**src/rtl/band_meter_pkg.sv**
```systemverilog
// Shared types and helpers for the band_meter spectrum bar/peak generator.
package band_meter_pkg;

    localparam int NBANDS = 7;
    localparam int BAND_W = 8;

    typedef logic [BAND_W-1:0] band_t;

    typedef enum logic [1:0] {
        ST_IDLE = 2'd0,
        ST_SCAN = 2'd1,
        ST_DONE = 2'd2
    } state_t;

    function automatic band_t sat_sub8(input band_t a, input band_t b);
        if (a > b) begin
            return a - b;
        end else begin
            return 8'd0;
        end
    endfunction

    function automatic band_t max8(input band_t a, input band_t b);
        if (a > b) begin
            return a;
        end else begin
            return b;
        end
    endfunction

endpackage

```
**src/rtl/band_meter_cell.sv**
```systemverilog
// Next-state function for one band: instant attack, linear decay, peak hold.
// Purely combinational; shared by all bands through the scan index mux.
module band_meter_cell
    import band_meter_pkg::*;
#(
    parameter int DECAY_STEP = 4,
    parameter int HOLD_TICKS = 30,
    parameter int HOLD_W     = 5
) (
    input  band_t             acc_i,
    input  band_t             level_i,
    input  band_t             peak_i,
    input  logic [HOLD_W-1:0] hold_i,
    output band_t             level_o,
    output band_t             peak_o,
    output logic [HOLD_W-1:0] hold_o
);

    localparam band_t             STEP      = band_t'(DECAY_STEP);
    localparam logic [HOLD_W-1:0] HOLD_INIT = HOLD_W'(HOLD_TICKS);
    localparam logic [HOLD_W-1:0] HOLD_ONE  = HOLD_W'(1);

    band_t level_new_s;

    // Bar level: jump up to the accumulated maximum, otherwise fall by STEP but never below acc.
    always_comb begin
        level_new_s = level_i;
        if (acc_i >= level_i) begin
            level_new_s = acc_i;
        end else begin
            level_new_s = max8(sat_sub8(level_i, STEP), acc_i);
        end
    end

    // Peak marker follows the new level upward and only falls once its hold time has run out.
    always_comb begin
        level_o = level_new_s;
        peak_o  = peak_i;
        hold_o  = hold_i;
        if (level_new_s >= peak_i) begin
            peak_o = level_new_s;
            hold_o = HOLD_INIT;
        end else if (hold_i != '0) begin
            hold_o = hold_i - HOLD_ONE;
        end else begin
            peak_o = max8(peak_i - 8'd1, level_new_s);
        end
    end

endmodule

```
**src/rtl/band_meter.sv**
```systemverilog
// Display-rate bar level and peak-hold generator for seven spectrum bands.
// Optional clip indicator output is enabled with `define BAND_METER_CLIP_EN.
module band_meter
    import band_meter_pkg::*;
#(
    parameter int DECAY_DIV  = 800,
    parameter int DECAY_STEP = 4,
    parameter int HOLD_TICKS = 30
) (
    input  logic        clock,
    input  logic        reset,
    input  logic        ready,
    input  logic [7:0]  freq1,
    input  logic [7:0]  freq2,
    input  logic [7:0]  freq3,
    input  logic [7:0]  freq4,
    input  logic [7:0]  freq5,
    input  logic [7:0]  freq6,
    input  logic [7:0]  freq7,
    output logic [55:0] level_out,
    output logic [55:0] peak_out,
    output logic        frame_valid
`ifdef BAND_METER_CLIP_EN
    ,
    output logic [6:0]  clip_out
`endif
);

    localparam int                HOLD_W    = (HOLD_TICKS > 0) ? $clog2(HOLD_TICKS + 1) : 1;
    localparam logic [15:0]       DIV_LAST  = 16'(DECAY_DIV - 1);
    localparam logic [2:0]        LAST_IDX  = 3'(NBANDS - 1);
    localparam logic [HOLD_W-1:0] HOLD_INIT = HOLD_W'(HOLD_TICKS);
    localparam logic [HOLD_W-1:0] HOLD_ONE  = HOLD_W'(1);

    logic [NBANDS-1:0][BAND_W-1:0] freq_s;
    logic [NBANDS-1:0][BAND_W-1:0] acc_q, acc_d;
    logic [NBANDS-1:0][BAND_W-1:0] level_q, level_d;
    logic [NBANDS-1:0][BAND_W-1:0] peak_q, peak_d;
    logic [NBANDS-1:0][HOLD_W-1:0] hold_q, hold_d;

    logic [15:0]       tick_cnt_q, tick_cnt_d;
    logic              tick_pend_q, tick_pend_d;
    state_t            state_q, state_d;
    logic [2:0]        idx_q, idx_d;
    logic              frame_valid_q, frame_valid_d;
    logic              tick_s;
    logic              take_s;
    logic              scan_s;
    band_t             cell_level_s;
    band_t             cell_peak_s;
    logic [HOLD_W-1:0] cell_hold_s;

    assign freq_s      = {freq7, freq6, freq5, freq4, freq3, freq2, freq1};
    assign level_out   = level_q;
    assign peak_out    = peak_q;
    assign frame_valid = frame_valid_q;

    // Divide the sample strobe down to the display tick rate.
    always_comb begin
        tick_cnt_d = tick_cnt_q;
        tick_s     = 1'b0;
        if (ready) begin
            if (tick_cnt_q == DIV_LAST) begin
                tick_cnt_d = 16'd0;
                tick_s     = 1'b1;
            end else begin
                tick_cnt_d = tick_cnt_q + 16'd1;
            end
        end else begin
            tick_cnt_d = tick_cnt_q;
        end
    end

    // Scan sequencer; frame_valid is registered so it lands in the DONE cycle.
    always_comb begin
        state_d       = state_q;
        idx_d         = idx_q;
        frame_valid_d = 1'b0;
        take_s        = 1'b0;
        scan_s        = 1'b0;
        case (state_q)
            ST_IDLE: begin
                if (tick_pend_q) begin
                    take_s  = 1'b1;
                    idx_d   = 3'd0;
                    state_d = ST_SCAN;
                end else begin
                    state_d = ST_IDLE;
                end
            end
            ST_SCAN: begin
                scan_s = 1'b1;
                if (idx_q == LAST_IDX) begin
                    state_d       = ST_DONE;
                    frame_valid_d = 1'b1;
                end else begin
                    idx_d = idx_q + 3'd1;
                end
            end
            ST_DONE: begin
                state_d = ST_IDLE;
            end
            default: begin
                state_d = ST_IDLE;
                idx_d   = 3'd0;
            end
        endcase
    end

    // A single pending flag: a fresh tick wins over the one being consumed, extra ticks are dropped.
    always_comb begin
        if (tick_s) begin
            tick_pend_d = 1'b1;
        end else if (take_s) begin
            tick_pend_d = 1'b0;
        end else begin
            tick_pend_d = tick_pend_q;
        end
    end

    band_meter_cell #(
        .DECAY_STEP (DECAY_STEP),
        .HOLD_TICKS (HOLD_TICKS),
        .HOLD_W     (HOLD_W)
    ) u_cell (
        .acc_i   (acc_q[idx_q]),
        .level_i (level_q[idx_q]),
        .peak_i  (peak_q[idx_q]),
        .hold_i  (hold_q[idx_q]),
        .level_o (cell_level_s),
        .peak_o  (cell_peak_s),
        .hold_o  (cell_hold_s)
    );

    // Max-accumulate every sample; the scanned band takes the cell result and restarts its
    // accumulator, keeping a coincident sample rather than losing it to the clear.
    always_comb begin
        acc_d   = acc_q;
        level_d = level_q;
        peak_d  = peak_q;
        hold_d  = hold_q;
        for (int k = 0; k < NBANDS; k++) begin
            if (ready) begin
                acc_d[k] = max8(acc_q[k], freq_s[k]);
            end else begin
                acc_d[k] = acc_q[k];
            end
            if (scan_s && (idx_q == 3'(k))) begin
                level_d[k] = cell_level_s;
                peak_d[k]  = cell_peak_s;
                hold_d[k]  = cell_hold_s;
                if (ready) begin
                    acc_d[k] = freq_s[k];
                end else begin
                    acc_d[k] = 8'd0;
                end
            end else begin
                level_d[k] = level_q[k];
            end
        end
    end

    // State registers.
    always_ff @(posedge clock or negedge reset) begin
        if (!reset) begin
            acc_q         <= '0;
            level_q       <= '0;
            peak_q        <= '0;
            hold_q        <= '0;
            tick_cnt_q    <= 16'd0;
            tick_pend_q   <= 1'b0;
            state_q       <= ST_IDLE;
            idx_q         <= 3'd0;
            frame_valid_q <= 1'b0;
        end else begin
            acc_q         <= acc_d;
            level_q       <= level_d;
            peak_q        <= peak_d;
            hold_q        <= hold_d;
            tick_cnt_q    <= tick_cnt_d;
            tick_pend_q   <= tick_pend_d;
            state_q       <= state_d;
            idx_q         <= idx_d;
            frame_valid_q <= frame_valid_d;
        end
    end

`ifdef BAND_METER_CLIP_EN
    logic [NBANDS-1:0][HOLD_W-1:0] clip_cnt_q, clip_cnt_d;
    logic [NBANDS-1:0]             clip_q, clip_d;

    assign clip_out = clip_q;

    // Clip flag stays up for HOLD_TICKS visits after the last full-scale visit.
    always_comb begin
        clip_cnt_d = clip_cnt_q;
        clip_d     = clip_q;
        for (int k = 0; k < NBANDS; k++) begin
            if (scan_s && (idx_q == 3'(k))) begin
                if (acc_q[k] == 8'hFF) begin
                    clip_cnt_d[k] = HOLD_INIT;
                    clip_d[k]     = 1'b1;
                end else if (clip_cnt_q[k] != '0) begin
                    clip_cnt_d[k] = clip_cnt_q[k] - HOLD_ONE;
                    clip_d[k]     = 1'b1;
                end else begin
                    clip_d[k]     = 1'b0;
                end
            end else begin
                clip_d[k] = clip_q[k];
            end
        end
    end

    // Clip registers.
    always_ff @(posedge clock or negedge reset) begin
        if (!reset) begin
            clip_cnt_q <= '0;
            clip_q     <= '0;
        end else begin
            clip_cnt_q <= clip_cnt_d;
            clip_q     <= clip_d;
        end
    end
`endif

endmodule
```
**config.mk**
```make
export PLATFORM = sky130hd
export DESIGN_NAME = band_meter
export DESIGN_NICKNAME = d
export VERILOG_FILES = /design/src/rtl/band_meter_pkg.sv /design/src/rtl/band_meter_cell.sv /design/src/rtl/band_meter.sv
export SDC_FILE = /design/constraint.sdc
export NUM_CORES = 1
export LEC_CHECK = 0
export BUFFER_PORTS_ARGS = -buffer_cell sky130_fd_sc_hd__clkbuf_2
export CORE_AREA = 2 2 138 166
export CTS_BUF_LIST = sky130_fd_sc_hd__clkbuf_2
export DETAILED_ROUTE_END_ITERATION = 7
export DIE_AREA = 0 0 140 168
export GPL_TIMING_DRIVEN = 1
export PLACE_DENSITY = 0.89
export SLEW_MARGIN = 30
export SYNTH_ARGS = -nofsm -noshare
export SYNTH_HDL_FRONTEND = slang
export SYNTH_SLANG_ARGS = --single-unit
export TNS_END_PERCENT = 10
```
**constraint.sdc**
```tcl
create_clock -name clock -period 17.8 [get_ports clock]
set_input_delay 3.56 -clock clock [delete_from_list [all_inputs] [get_ports clock]]
set_output_delay 3.56 -clock clock [all_outputs]
set_load 0.1 [all_outputs]
```
; After elaboration in Yosys (flattened, before gate mapping)
; Index checks and enable logic that the tools add are counted.
; W data, S select, Z words.
[word_totals]
regBits = 226
in_bits = 59
output_inout_bits = 113
wordCells = 158
[classes]
add_sub_neg = 5
magnitude_cmp = 13
n_eq_ne = 19
n_mux = 61
bitwise = 1
n_reduce_logical = 26
[op_table]
columns = cell, count
row1 = $mux W8, 38
row2 = $bmux W8 S3, 3
row3 = $gt A8 B8 Y1, 9
row4 = $add A16 B1 Y16 const B, 1
row5 = $eq A16 B10 Y1 const B, 1
row6 = $ge A8 B8 Y1, 2
row7 = $mux W16, 1
row8 = $reduce_bool A2 Y1, 8
row9 = $bmux W5 S3, 1
row10 = $mux W5, 3
row11 = $ne A2 B1 Y1 const B, 7
row12 = $reduce_and A2 Y1, 7
row13 = $mux W1, 10
row14 = $eq A3 B3 Y1 const B, 3
row15 = $pmux W3 S3, 1
row16 = $gt A8 B3 Y1 const B, 1
row17 = $sub A8 B1 Y8 const B, 1
row18 = $sub A8 B3 Y8 const B, 1
row19 = $logic_and A1 B1 Y1, 7
row20 = $eq A3 B2 Y1 const B, 2
row21 = $mux W3, 2
row22 = $ne A2 B2 Y1 const B, 3
row23 = $reduce_bool A5 Y1, 1
row24 = $sub A5 B1 Y5 const B, 1
row25 = 11 further kinds, 11

; Depth between registers and ports, before layout
[logic_depth]
depth_word = 12
ltp_mapped = 34
mapped_depth_nobuf = 31

; By module
; From an unflattened synthesis, not the netlist that was laid out.
[hier_totals]
hier_cells = 1225
hier_area_um2 = 13261.5
[by_module_without_submodules]
columns = mod, n_inst, cells_per_inst, area_per_inst_um2, seq_area_each_um2
row1 = band_meter, 1, 1003, 11700.0, 5655.4
row2 = band_meter_cell, 1, 222, 1561.5, 0.0

; Least setup slack after synthesis
; No wires, ideal clock.
[synth_path]
kind = register -> register
startpoint = register idx_q[0]
endpoint = register peak_q (netlist bit peak_out[11])
setup_time_ns = 0.095
arrival_ns = 7.264
required_time_ns = 17.705
path_slack_ns = 10.440
stages_incl_launch_ff = 33
path_buffers = 5
period_less_slack_ns = 7.360
path_cell_list = dfrtp_1 -> buf_6 -> buf_6 -> buf_4 -> buf_2 -> mux4_2 -> o21ai_0 -> ha_1 -> inv_1 -> a221oi_1 -> o211ai_2 -> nor2b_1 -> ha_1 -> nand4_1 -> nor2_1 -> a211oi_1 -> o21ai_0 -> nor2_1 -> nor2_1 -> a31oi_1 -> ha_1 -> nand2b_1 -> a21o_1 -> a21o_1 -> a21o_1 -> a21o_1 -> a2111oi_0 -> nor2_1 -> nor2_1 -> a21oi_2 -> a2bb2o_4 -> buf_6 -> o31ai_1
[synth_between]
elab_chain_len = 12
word_cells_on_any_way = 25
classes_between = add/sub (2) / order compare (5) / eq/ne (1) / mux (15) / reduce/logical (2)
[synth_lines]
columns = item, line
row1 = "start, declared", band_meter.sv:44  ; logic [2:0] idx_q, idx_d;
row2 = "start signal, assigned", band_meter.sv:183  ; idx_q <= idx_d;
row3 = $bmux W8 S3, band_meter.sv:127  ; .level_i (level_q[idx_q]),
row4 = $mux W8 (not written as such), band_meter.sv:127
row5 = $sub A8 B3 Y8 or $gt A8 B3 Y1 (tied branches), "band_meter_pkg.sv:17, band_meter_pkg.sv:16"
row6 = $mux W8, band_meter_pkg.sv:16  ; if (a > b) begin
row7 = $mux W8, band_meter_cell.sv:28  ; if (acc_i >= level_i) begin
row8 = $gt A8 B8 Y1, band_meter_pkg.sv:24  ; if (a > b) begin
row9 = $mux W8, band_meter_pkg.sv:24
row10 = $mux W8, band_meter_cell.sv:28
row11 = $gt A8 B8 Y1, band_meter_pkg.sv:24
row12 = $mux W8, band_meter_pkg.sv:24
row13 = $mux W8, band_meter_cell.sv:43  ; end else if (hold_i != '0) begin
row14 = $mux W8, band_meter_cell.sv:40  ; if (level_new_s >= peak_i) begin
row15 = "end signal, assigned", band_meter.sv:178  ; peak_q <= peak_d;
row16 = "end, declared", band_meter.sv:38  ; logic [NBANDS-1:0][BAND_W-1:0] peak_q, peak_d;
; Parallel ways exist; a longest one is shown, timed or not. The select of a mux whose other input is x is not followed.
; A chain may end at the register's enable or synchronous reset.

; Final worst setup path
[layout_path]
startpoint = register idx_q[0]
endpoint = register peak_q (netlist bit peak_out[1])
; The elaborated chain is that of the path after synthesis.

==> flow_summary_export.csv <==
group,metric,value,unit
outcome,status,"finished with violations",
outcome,failed_checks,"DRC",
global_routing,grt_pass1_wl,56.3,mm
yosys,ys_warn_count,0,
yosys,netlist-cell-type-count,59,
floorplanning,die_w,140,microns
drt,antenna_left,0,
yosys,synth_area,12900,sq um
yosys,synth-edff-count,0,
critical_path,cp.required,18.48,ns
floorplanning,ios,172,
floorplanning,floorplan.initialDensity,0.585,
finish,multi_input_area,6610,sq um
drt,wl,34.9,mm
floorplanning,die_y,168,microns
sta,timing.final.hold_violations,0,
power_and_ir_drop,leakage,7.47,nW
yosys,synth_seq_cells,226,
yosys,synth.most_common_cell,"nand2_1",
clock_tree,cts_resized,0,
finish,finalNetCount,1739,
sta,period_needed,8.72,ns
floorplanning,dieArea,23500,sq um
global_routing,antenna_found_initial,1,
floorplanning,core,22100,sq um
finish,area_delta_synth_final,12.0,%
sta,rsz0062_at_grt,"false",
critical_path,cp_top_family,"compound AO/OA/AOI/OAI gates",
global_routing,grt_overflow,0,
critical_path,path_max_fanout,23,
min_path,worstHoldPathType,"reg -> reg",
drt,drt_first_iter_violations,1081,
yosys,yosysSeqAreaShare,0.437,
clock_tree,holdBufCountCts,0,
place,gp_congestion,0.931,
critical_path,cp_slowest_cell,"dfrtp_2",
clock_tree,htreeDepth,2,
place,hpwl,24.6,mm
yosys,synth.area.top_cells,"dfrtp_1 (44%), ha_1 (9.3%), o21ai_0 (9.0%)",
yosys,synth_cells,1414,
clock_tree,cts_made_buffers,54,
power_and_ir_drop,total_power,2.55,mW
sta,relSlewSlack,0.460,
clock_tree,clockRootBuffer,"clkbuf_2",
yosys,async_reset_ff_frac,1.00,
job,maxCapViolCount,0,
yosys,ys.flop_type,"dfrtp_1",
clock_tree,cts_buffer_depth,3,
sta,setup_viol,0,
critical_path,rrSetupSlack,9.08,ns
sta,fin_crit_sh,0.490,
critical_path,end_kind,"flip-flop",
clock_tree,cts.sinks,226,
critical_path,cp_data_arrival_time,9.41,ns
finish,finalCoreUtilization,0.655,
power_and_ir_drop,vdd_drop_max,165,uV
sta,slew_viol_final,0,
drt,vias,11600,
global_routing,grt_pass1_vias,11300,
clock_tree,tritoncts,"yes",
yosys,synth_nets,1569,
drt,viasPerCell,6.10,
yosys,yosysTopAreaCell,"dfrtp_1",
critical_path,critPathLaunchType,"flip-flop",
yosys,synthTopCellsByCount,"nand2_1 (268), o21ai_0 (232), dfrtp_1 (226)",
finish,drive_gt1_frac,0.206,
sta,clock_skew,0.138,ns
floorplanning,fp-row-count,60,
yosys,postSynthAreaPerCell,9.16,sq um
global_routing,grt_usage,0.297,
sta,holdWs,0.472,ns
critical_path,critPathKind,"reg -> reg",
finish,final-seq-area,5660,sq um
clock_tree,post_cts_buffers,0,
yosys,yosys.area.top_type_share,0.437,
clock_tree,clock_latency,0.93,ns
clock_tree,clkTransAtPathRegs,0.10,ns
critical_path,max_stage_delay,0.75,ns
global_routing,grt_max_degree,106,
sta,clock.fmax,0.115,GHz
critical_path,timing.critical_path.buf_inv,1,
sta,max_slew.worst_pin.slew,0.811,ns
place,port_buffers,171,
drt,first_pass_iters,8,
drt,wire_per_inst,18.4,microns
drt,drc_errors,13,
sta,finalSetupTns,0,ns
power_and_ir_drop,powerDensity,176,nW/um^2
finish,fillers,1696,
[per-layer routing]
metal / track usage / part of all wire / vias up
li1: - / - / 5314
met1: 0.358 / 0.38 / 5608
met2: 0.514 / 0.50 / 555
met3: 0.0526 / 0.079 / 122
met5: 0 / 0 / -
met4: 0.152 / 0.043 / 0
[cells by family after synthesis]
family	after synthesis	share of synthesized area
compound gates	396	0.182
xor+xnor	25	0.0169
fa+ha+maj	96	0.0928
buf+inv	179	0.0555
flops	226	0.437
mux	58	0.0688
simple gates	434	0.147
[through the flow]
stage                     instances  worst slack [ns]  cell area (sq um)
after floorplan                1414             10.44              12900
after global placement         1807              9.64              14000
after detailed placement       1807              9.13              14000
after CTS                      1901              9.01              14500
after global routing           1902              8.26              14500
final                          1902              9.08              14500
[worst paths after layout]
kind / startpoint / cells past startpoint / end
max: idx_q[0] / 27 / peak_out[1]
min: tick_cnt_q[15] / 1 / tick_cnt_q[15]
max reg2reg: idx_q[0] / 27 / peak_out[1]
min reg2reg: tick_cnt_q[15] / 1 / tick_cnt_q[15]
max in group asynchronous: reset / 2 / acc_q[18]
min in group asynchronous: reset / 1 / level_out[10]
[power by group]
group          switching [mW]  internal, mW  leakage [nW]
logic                    1.10         0.353          4.26
clock network           0.210         0.129         0.367
registers               0.118         0.643          2.83
total                    1.42          1.13          7.47
[cells in the final DEF, fill, tap and decap left out, types with 4 or more instances in the layout]
master	instances
a21o_1	19
a21oi_1	38
a21oi_2	9
a221o_1	26
a22oi_1	7
and2_1	6
and3_1	16
buf_4	17
clkbuf_2	245
clkinv_1	14
dfrtp_1	224
ha_1	96
inv_1	103
mux2_2	18
mux2i_1	17
mux4_2	23
nand2_1	268
nand2b_1	9
nand3_1	43
nand4_1	17
nor2_1	41
nor2b_1	13
o211ai_1	4
o21a_1	6
o21ai_0	232
o21ai_1	20
o31ai_1	8
xnor2_1	13
xor2_1	12
[area by class of cell]
class | count | area share
clock inverters | 19 | 0.00733
inverters | 104 | 0.0269
repair buffers | 189 | 0.0693
clock buffers | 75 | 0.0259
multi-input cells | 1009 | 0.456
flip-flops and latches | 226 | 0.390
well taps | 279 | 0.0241
diodes | 1 | 0.000173
[flip-flops by register name, summed over array words and instances (netlist names)]
name,cells
acc_q,56
level_out,56
peak_out,56
hold_q,35
tick_cnt_q,16
idx_q,3
state_q,2
frame_valid,1
tick_pend_q,1
Power figures use the tool's default switching activity.
